$ cat src/rtl/uart_sample_rx.sv
// UART 8N1 receiver and frame decoder: HDR0 HDR1, eight payload bytes (four big-endian samples), XOR checksum.
// Optional macro UART_RX_TIMEOUT_EN abandons a stalled partial frame after 20 idle bit times.
module uart_sample_rx #(
  parameter int unsigned W            = 16,
  parameter int unsigned CLKS_PER_BIT = 12,
  parameter logic [7:0]  HDR0         = 8'hCA,
  parameter logic [7:0]  HDR1         = 8'hFE
) (
  input  logic                clk,
  input  logic                rst,
  input  logic                rx_i,
  output logic signed [W-1:0] out0,
  output logic signed [W-1:0] out1,
  output logic signed [W-1:0] out2,
  output logic signed [W-1:0] out3,
  output logic                valid,
  output logic                frame_err
);

  localparam int unsigned CW = $clog2(CLKS_PER_BIT + 1);
  localparam int unsigned NB = 8;
  localparam logic [CW-1:0] HALF_LOAD = CW'(CLKS_PER_BIT / 2 - 1);
  localparam logic [CW-1:0] FULL_LOAD = CW'(CLKS_PER_BIT - 1);

  typedef enum logic [2:0] {B_IDLE, B_START, B_DATA, B_STOP, B_BREAK} bit_state_t;
  typedef enum logic [1:0] {F_SYNC0, F_SYNC1, F_PAYLOAD, F_CHECK} frame_state_t;

  logic rx_meta, rxs;

  bit_state_t    bit_state, bit_state_n;
  logic [CW-1:0] cnt, cnt_n;
  logic [2:0]    idx, idx_n;
  logic [7:0]    shreg, shreg_n;
  logic          byte_stb, byte_stb_n;
  logic          fault, fault_n;
  logic          cnt_done_c;

  frame_state_t       frame_state, frame_state_n;
  logic [2:0]         k, k_n;
  logic [7:0]         chk, chk_n;
  logic [NB-1:0][7:0] stg, stg_n;
  logic [W-1:0]       out0_n, out1_n, out2_n, out3_n;
  logic               valid_n, frame_err_n;
  logic               timeout_c;

  // Two-flop synchronizer; idle-high line resets to 1.
  always_ff @(posedge clk) begin
    if (rst) begin
      rx_meta <= 1'b1;
      rxs     <= 1'b1;
    end else begin
      rx_meta <= rx_i;
      rxs     <= rx_meta;
    end
  end

  assign cnt_done_c = (cnt == '0);

  // Bit FSM: mid-bit sampling of start, eight data bits and stop.
  always_comb begin
    bit_state_n = bit_state;
    cnt_n       = cnt;
    idx_n       = idx;
    shreg_n     = shreg;
    byte_stb_n  = 1'b0;
    fault_n     = 1'b0;
    unique case (bit_state)
      B_IDLE: begin
        if (!rxs) begin
          cnt_n       = HALF_LOAD;
          bit_state_n = B_START;
        end
      end
      B_START: begin
        if (cnt_done_c) begin
          if (!rxs) begin
            bit_state_n = B_DATA;
            cnt_n       = FULL_LOAD;
            idx_n       = '0;
          end else begin
            bit_state_n = B_IDLE;
          end
        end else begin
          cnt_n = cnt - CW'(1);
        end
      end
      B_DATA: begin
        if (cnt_done_c) begin
          shreg_n = {rxs, shreg[7:1]};
          cnt_n   = FULL_LOAD;
          if (idx == 3'd7) bit_state_n = B_STOP;
          else             idx_n       = idx + 3'd1;
        end else begin
          cnt_n = cnt - CW'(1);
        end
      end
      B_STOP: begin
        if (cnt_done_c) begin
          if (rxs) begin
            byte_stb_n  = 1'b1;
            bit_state_n = B_IDLE;
          end else begin
            fault_n     = 1'b1;
            bit_state_n = B_BREAK;
          end
        end else begin
          cnt_n = cnt - CW'(1);
        end
      end
      B_BREAK: begin
        if (rxs) bit_state_n = B_IDLE;
      end
      default: bit_state_n = B_IDLE;
    endcase
  end

  always_ff @(posedge clk) begin
    if (rst) begin
      bit_state <= B_IDLE;
      cnt       <= '0;
      idx       <= '0;
      shreg     <= '0;
      byte_stb  <= 1'b0;
      fault     <= 1'b0;
    end else begin
      bit_state <= bit_state_n;
      cnt       <= cnt_n;
      idx       <= idx_n;
      shreg     <= shreg_n;
      byte_stb  <= byte_stb_n;
      fault     <= fault_n;
    end
  end

`ifdef UART_RX_TIMEOUT_EN
  localparam logic [15:0] TO_LIMIT = 16'(20 * CLKS_PER_BIT);
  logic [15:0] idle_cnt;

  // Counts line-idle cycles inside a partially received frame.
  always_ff @(posedge clk) begin
    if (rst || byte_stb || frame_state == F_SYNC0 || timeout_c) idle_cnt <= '0;
    else if (bit_state == B_IDLE)                               idle_cnt <= idle_cnt + 16'd1;
  end

  assign timeout_c = (frame_state != F_SYNC0) && (bit_state == B_IDLE) &&
                     (idle_cnt == TO_LIMIT - 16'd1);
`else
  assign timeout_c = 1'b0;
`endif

  // Frame FSM: header sync, payload staging, checksum compare.
  always_comb begin
    frame_state_n = frame_state;
    k_n           = k;
    chk_n         = chk;
    stg_n         = stg;
    out0_n        = out0;
    out1_n        = out1;
    out2_n        = out2;
    out3_n        = out3;
    valid_n       = 1'b0;
    frame_err_n   = 1'b0;
    if (fault) begin
      frame_err_n   = (frame_state == F_PAYLOAD) || (frame_state == F_CHECK);
      stg_n         = '0;
      frame_state_n = F_SYNC0;
    end else if (byte_stb) begin
      unique case (frame_state)
        F_SYNC0: begin
          if (shreg == HDR0) frame_state_n = F_SYNC1;
        end
        F_SYNC1: begin
          if (shreg == HDR1) begin
            frame_state_n = F_PAYLOAD;
            k_n           = '0;
            chk_n         = '0;
          end else if (shreg != HDR0) begin
            frame_state_n = F_SYNC0;
          end
        end
        F_PAYLOAD: begin
          stg_n[k] = shreg;
          chk_n    = chk ^ shreg;
          k_n      = k + 3'd1;
          if (k == 3'd7) frame_state_n = F_CHECK;
        end
        F_CHECK: begin
          if (shreg == chk) begin
            out0_n  = W'({stg[0], stg[1]});
            out1_n  = W'({stg[2], stg[3]});
            out2_n  = W'({stg[4], stg[5]});
            out3_n  = W'({stg[6], stg[7]});
            valid_n = 1'b1;
          end else begin
            frame_err_n = 1'b1;
          end
          frame_state_n = F_SYNC0;
        end
        default: frame_state_n = F_SYNC0;
      endcase
    end else if (timeout_c) begin
      frame_err_n   = 1'b1;
      stg_n         = '0;
      frame_state_n = F_SYNC0;
    end
  end

  always_ff @(posedge clk) begin
    if (rst) begin
      frame_state <= F_SYNC0;
      k           <= '0;
      chk         <= '0;
      stg         <= '0;
      out0        <= '0;
      out1        <= '0;
      out2        <= '0;
      out3        <= '0;
      valid       <= 1'b0;
      frame_err   <= 1'b0;
    end else begin
      frame_state <= frame_state_n;
      k           <= k_n;
      chk         <= chk_n;
      stg         <= stg_n;
      out0        <= out0_n;
      out1        <= out1_n;
      out2        <= out2_n;
      out3        <= out3_n;
      valid       <= valid_n;
      frame_err   <= frame_err_n;
    end
  end

endmodule
$ cat config.mk
export PLATFORM = sky130hd
export DESIGN_NAME = uart_sample_rx
export DESIGN_NICKNAME = d
export VERILOG_FILES = /design/src/rtl/uart_sample_rx.sv
export SDC_FILE = /design/constraint.sdc
export NUM_CORES = 1
export LEC_CHECK = 0
export CAP_MARGIN = 5
export CORE_UTILIZATION = 45
export CTS_CLUSTER_DIAMETER = 50
export DETAILED_ROUTE_END_ITERATION = 12
export PLACE_DENSITY = 0.68
export SLEW_MARGIN = 20
export SYNTH_ARGS = -nofsm -noshare
export SYNTH_HDL_FRONTEND = slang
export SYNTH_SLANG_ARGS = --single-unit
$ cat constraint.sdc
create_clock -name clk -period 1.95 [get_ports clk]
set_input_delay 0.4875 -clock clk [delete_from_list [all_inputs] [get_ports clk]]
set_output_delay 0.4875 -clock clk [all_outputs]
set_load 0.05 [all_outputs]
==> impl_metrics.tcl, run 1 <==
set metrics [dict create \
    peak_per_stage_delay_on_the_critical_path_ns 0.55 \
    drt-total-wl_um 15150 \
    cts.sinks 165 \
    timing_worst_slew_pin_value_ns 0.5798 \
    grt_first_pass_wirelength_um 24880 \
    critical_path.startpoint_type "flip-flop" \
    setup_viol_count_final 30 \
    syn_nets 737 \
    clock_transition_at_the_registers_of_the_reported_paths_ns 0.06 \
    fin_util 0.5695 \
    synth_commonest_cells "165 x sky130_fd_sc_hd__dfxtp_1, 135 x sky130_fd_sc_hd__nand2b_1, 131 x sky130_fd_sc_hd__mux2i_1" \
    height_of_the_die_um 127.5 \
    num_vias 5196 \
    reg2reg_slack_ns -0.04 \
    crit_path_end_kind "flip-flop" \
    diodes 0 \
    critPathBufInv 2 \
    antenna_violations_before_repair 0 \
    cts.root.buffer_cell "sky130_fd_sc_hd__clkbuf_16" \
    critPathTopFamily "simple AND/OR/NAND/NOR gates" \
    slew_headroom 0.6135 \
    postLayoutCellArea_sq_um 8722 \
    share_of_flip_flops_with_an_asynchronous_set_or_reset_after_synthesis 0 \
    io-pin-count 69 \
    maxClockFrequency_ghz 0.5015 \
    drt_iter0_drc 258 \
    postSynth.topFlopCell "sky130_fd_sc_hd__dfxtp_1" \
    max_cap_viols 0 \
    average_routed_wire_per_standard_cell_um 14.71 \
    area_growth_pct 22.99 \
    final_worst_path_period_share 1.023 \
    tritoncts.num_buffers 17 \
    syn_area_per_cell_sq_um 9.741 \
    global_route.usage.total 0.1941 \
    worst_r2r_startpoint "chk[5]" \
    cts_tree "done" \
    synth-edff-count 0 \
    drc_errors 0 \
    cpMaxStageDelayCell "sky130_fd_sc_hd__or4_4" \
    design.final.nets 815 \
    power-per-cell-area_nw_per_um2 808.4 \
    min_to "frame_err" \
    synth.cell_area_sq_um 7092 \
    timing.critical_path.required_ns 2.30 \
    criticalPathCategory "reg2reg" \
    design.die.area_sq_um 16270 \
    rsz_0062_raised_after_global_routing "true" \
    grt_overflow_total 0 \
    synth_seq_area_share 0.4658 \
    maxSlewViolCount 0 \
    yosys.cell_count.top_type "sky130_fd_sc_hd__dfxtp_1" \
    holdCritPathClass "in2reg" \
    post_route_cells_drive_above_1_share 0.2015 \
    number_of_cells_on_the_worst_reg_to_reg_path 6 \
    synth.ff_latch_count 165 \
    first_global_vias 5115 \
    std_cell_rows 45 \
    clock_skew_ns 0.007923 \
    yosysUniqueCellTypes 49 \
    hold_viol_final 0 \
    drt_pre_antenna_iters 4 \
    worst_slack_ns -0.04392 \
    worst_hold_startpoint "rst" \
    synth_largest_type_area_fraction 0.4658 \
    dieWidth_um 127.5 \
    gate_count_post_synth 728 \
    vias_per_cell 5.045 \
    initial_utilization 0.4631 \
    ys_warn_count 0 \
    worstReg2RegEnd "out0[13]" \
    route.antenna.remaining_nets 0 \
    core-area_sq_um 15310 \
    fin_crit_ns 1.994 \
    run_status "complete, but fails checks" \
    timing.hold.worst_path_depth 2 \
    worstSkewPairLatency_ns 0.43 \
    io_buffer_count 68 \
    routabilityCongestion 0.7736 \
    worstPathCellList "nor2b_1 > or4_4 > nor4_4 > buf_6 > clkbuf_16 > mux2i_1" \
    grt_max_degree 89 \
    hpwlAfterDp_um 9727 \
    setup_tns_ns -0.3928 \
    vdd_ir_drop_max_v 0.0005517 \
    placedInstanceArea_sq_um 7954 \
    cp_max_fo 7 \
    synth_top_cells_by_area "sky130_fd_sc_hd__dfxtp_1 47%, sky130_fd_sc_hd__mux2i_1 18%, sky130_fd_sc_hd__nand2b_1 12%" \
    synth.largest_area_cell "sky130_fd_sc_hd__dfxtp_1" \
    fin_cells 1030 \
    cp.arrival_ns 2.35 \
    clk_path_buf_depth 2 \
    power.static_leakage_nw 3.336 \
    failing_checks "negative setup slack" \
    post-place-cells 992 \
    htreeDepth 4 \
]
-- per-stage QoR --
step	power [mW]	worst slack (ns)	hold slack, ns
2_1_floorplan	3.649	0.07881	0.3895
3_3_place_gp	3.709	0.04172	0.3972
3_5_place_dp	3.718	-0.02390	0.3973
4_1_cts	7.103	-0.04096	0.3321
5_1_grt	7.290	-0.1171	0.3352
6_report	7.051	-0.04392	0.3458
-- what timing repair did --
item / 4_1_cts / 5_1_grt
pin swaps: 0 / 3
cloned: 0 / 4
hold buffers: 0 / 0
endpoints found under the hold margin: 0 / 0
resized for setup: 1 / 16
setup buffers: 0 / 2
endpoints found under the setup margin: 19 / 79
-- cell type report --
cell class	instances	area (sq um)
sequential	165	3308
timing repair buffer	113	1017
multi-input combinational	491	3461
clock inverter	10	120.1
tap	211	264.0
clock buffer	22	484.2
inverter	18	67.56
fill	1381	6593
-- registers in the layout, summed over array words and instances, names as in the netlist, 3 cells and up, named ones only --
name and count:
k 3, stg 64, out3 16, cnt 4
chk 8, shreg 8, out1 16, out0 16
bit_state 3, idx 3, out2 16
-- per-layer routing --
metal,GRT usage,share of wire,vias up
met5,0,0,-
met4,0.08053,0.016,0
met3,0.04774,0.037,23
met2,0.3163,0.48,95
met1,0.2453,0.47,2495
li1,-,-,2583
-- worst reg2reg max path, stage by stage, from the launching register on --
cell	delay, ns
sky130_fd_sc_hd__dfxtp_2	0.32
sky130_fd_sc_hd__nor2b_1	0.14
sky130_fd_sc_hd__or4_4	0.55
sky130_fd_sc_hd__nor4_4	0.34
sky130_fd_sc_hd__buf_6	0.21
sky130_fd_sc_hd__clkbuf_16	0.18
sky130_fd_sc_hd__mux2i_1	0.19
-- cells by family after synthesis --
kind of cell    synth area share
flops                     0.4658
compound gates           0.05470
xor+xnor                0.004940
fa+ha+maj                0.01059
buf+inv                  0.05152
simple gates              0.2276
mux                       0.1849
-- layout by cell type (no fill, tap or decap), types with 3 or more instances in the layout --
master	Yosys	final
sky130_fd_sc_hd__dfxtp_1	165	161
sky130_fd_sc_hd__nand2b_1	135	135
sky130_fd_sc_hd__mux2i_1	131	129
sky130_fd_sc_hd__buf_4	1	98
sky130_fd_sc_hd__nor2_1	83	83
sky130_fd_sc_hd__a21oi_1	24	24
sky130_fd_sc_hd__clkbuf_16	0	21
sky130_fd_sc_hd__inv_1	18	17
sky130_fd_sc_hd__nand2_1	16	16
sky130_fd_sc_hd__nor2b_1	15	14
sky130_fd_sc_hd__nand3_1	11	11
sky130_fd_sc_hd__o32ai_1	8	8
sky130_fd_sc_hd__buf_12	5	7
sky130_fd_sc_hd__ha_1	6	5
sky130_fd_sc_hd__clkinvlp_4	0	5
sky130_fd_sc_hd__xnor2_1	4	4
sky130_fd_sc_hd__a22oi_1	4	4
sky130_fd_sc_hd__nor3_1	5	4
sky130_fd_sc_hd__a31oi_1	4	4
sky130_fd_sc_hd__dfxtp_2	0	4
sky130_fd_sc_hd__clkbuf_8	0	4
sky130_fd_sc_hd__or2_2	3	3
sky130_fd_sc_hd__o31ai_1	3	3
-- worst max path at each step --
stage               startpoint  endpoint  slack [ns]  depth (start not counted)
floorplan               chk[7]   out0[0]        0.08                          6
global placement        chk[7]   out3[6]        0.04                          6
detailed placement      chk[7]   out3[1]       -0.02                          6
CTS                     chk[7]   out3[1]       -0.04                          6
global route          shreg[0]  out3[11]       -0.12                          6
finish                  chk[5]  out0[13]       -0.04                          6
-- power breakdown --
| group | switching [mW] | leakage [nW] | internal, mW |
|---|---|---|---|
| combinational | 0.133 | 1.72 | 0.116 |
| clock | 1.38 | 0.281 | 2.03 |
| sequential | 0.0151 | 1.33 | 3.38 |
| total | 1.52 | 3.34 | 5.53 |
Note: power is estimated with default switching activity, not from simulation.
==> inputs of run 2 (changes only) <==
CORE_UTILIZATION = 25   (was 45)
MAX_ROUTING_LAYER = met4   (was not set)
PLACE_DENSITY = not set   (was 0.68)
SETUP_SLACK_MARGIN = 0.3   (was not set)
==> impl_metrics.tcl, run 2 (same netlist as run 1, synthesis figures left out) <==
set metrics [dict create \
    postLayoutCellArea_sq_um 9077 \
    height_of_the_die_um 170.4 \
    io_buffer_count 68 \
    final_common_cell "sky130_fd_sc_hd__dfxtp_1" \
    core-area_sq_um 27860 \
    design.die.area_sq_um 29040 \
    io-pin-count 69 \
    worst_r2r_startpoint "chk[5]" \
    diodes 0 \
    std_cell_rows 61 \
    drt_pre_antenna_iters 4 \
    first_global_vias 4907 \
    fin_util 0.3258 \
    maxSlewViolCount 0 \
    drt_iter0_drc 246 \
    maxClockFrequency_ghz 0.5086 \
    fillCellCount 2868 \
    routabilityCongestion 0.7709 \
    grt_overflow_total 0 \
    max_cap_viols 0 \
    final_worst_path_period_share 1.008 \
    tritoncts.num_buffers 17 \
    timing.critical_path.required_ns 2.30 \
    worstSkewPairLatency_ns 0.43 \
    initial_utilization 0.2546 \
    vias_per_cell 4.230 \
    setup_viol_count_final 17 \
    clockPowerShare 0.485 \
    cp_max_fo 5 \
    power-per-cell-area_nw_per_um2 791.7 \
    clock_skew_ns 0.01641 \
    placedInstanceArea_sq_um 8232 \
    drt-total-wl_um 16090 \
    worst_hold_startpoint "rst" \
    max_flop_register "stg" \
    max_reg_flops 64 \
    critical_path.startpoint_type "flip-flop" \
    drc_errors 0 \
    num_vias 5080 \
    timing.hold.worst_path_depth 2 \
    failing_checks "negative setup slack" \
    dieWidth_um 170.4 \
    slew_headroom 0.6557 \
    cp.arrival_ns 2.31 \
    hold_viol_final 0 \
    reg2reg_slack_ns -0.02 \
    clock_transition_at_the_registers_of_the_reported_paths_ns 0.06 \
    clk_path_buf_depth 2 \
    cts.sinks 165 \
    holdCritPathClass "in2reg" \
    fin_crit_ns 1.966 \
    htreeDepth 4 \
    route.antenna.remaining_nets 0 \
    average_routed_wire_per_standard_cell_um 13.40 \
    power_frac_comb 0.043 \
    grt_max_degree 129 \
    portion_of_total_power_attributed_to_sequential_cells 0.473 \
    internal_portion_of_total_power_mw 5.699 \
    post_route_cells_drive_above_1_share 0.2284 \
    timing_worst_slew_pin_value_ns 0.5165 \
    number_of_cells_on_the_worst_reg_to_reg_path 6 \
    design.final.nets 822 \
    hpwlAfterDp_um 10340 \
    grt_first_pass_wirelength_um 25900 \
    global_route.usage.total 0.1184 \
    criticalPathCategory "reg2reg" \
    antenna_violations_before_repair 0 \
    power.total_mw 7.186 \
    net-switching-power_mw 1.487 \
    worst_slack_ns -0.01615 \
    rsz_0062_raised_after_global_routing "true" \
    switching_share 0.2070 \
    crit_path_end_kind "flip-flop" \
    vdd_ir_drop_max_v 0.0005030 \
    cts_tree "done" \
    layout.cells.most_common_list "152 x sky130_fd_sc_hd__dfxtp_1, 134 x sky130_fd_sc_hd__nand2b_1, 131 x sky130_fd_sc_hd__mux2i_1" \
    cts.root.buffer_cell "sky130_fd_sc_hd__clkbuf_16" \
    power.static_leakage_nw 3.370 \
    crit_path_start "chk[5]" \
    run_status "complete, but fails checks" \
    area_growth_pct 28.00 \
]
[run 2: worst paths after layout]
check	endpoint
setup reg to reg	out1[0]
hold / removal	frame_err
setup / recovery	out1[0]
hold reg to reg	rxs
[run 2: cell type report]
type,instances,area [sq um],area share
clock buffer,21,450.4,0.04962
inverter,18,70.07,0.007719
sequential,165,3324,0.3662
multi-input combinational,491,3560,0.3921
tap,378,473.0,0.05210
clock inverter,8,152.6,0.01682
timing repair buffer,120,1047,0.1154
[run 2: worst max-delay path, cell delays in order, from the launching register on]
cell and delay (ns):
sky130_fd_sc_hd__dfxtp_2 0.32, sky130_fd_sc_hd__nor2b_4 0.12, sky130_fd_sc_hd__or4_4 0.54, sky130_fd_sc_hd__nor4_4 0.33
sky130_fd_sc_hd__buf_4 0.22, sky130_fd_sc_hd__buf_4 0.18, sky130_fd_sc_hd__mux2i_1 0.18
[run 2: routing by layer]
layer,vias to the layer above,GRT usage,share of wire
met2,88,0.1821,0.46
li1,2597,-,-
met1,2385,0.1544,0.50
met5,-,-,0
met3,10,0.02767,0.035
met4,0,0.03290,0.0065
[run 2: through the flow]
step / setup TNS, ns / std cells / worst slack [ns] / hold slack (ns)
6_report: -0.1469 / 1201 / -0.01615 / 0.3295
5_1_grt: -4.865 / 1201 / -0.1083 / 0.3244
4_1_cts: -0.2937 / 1197 / -0.03275 / 0.3156
3_5_place_dp: -0.1054 / 1162 / -0.02316 / 0.4072
3_3_place_gp: 0 / 1162 / 0.01904 / 0.3925
2_1_floorplan: 0 / 728 / 0.08845 / 0.3895
[run 2: power groups by stage]
stage | clock (mW) | sequential [mW] | combinational (mW)
floorplan | 0 | 3.47 | 0.189
global placement | 0 | 3.47 | 0.272
detailed placement | 0 | 3.47 | 0.272
CTS | 3.58 | 3.40 | 0.307
global route | 3.73 | 3.40 | 0.336
finish | 3.48 | 3.40 | 0.306
[run 2: timing repair]
item                                    in CTS  in global routing
pin swaps                                    4                  6
cloned                                       1                  1
resized for setup                           20                 17
setup buffers                                5                  3
endpoints found under the setup margin     112                128
hold buffers                                 0                  0
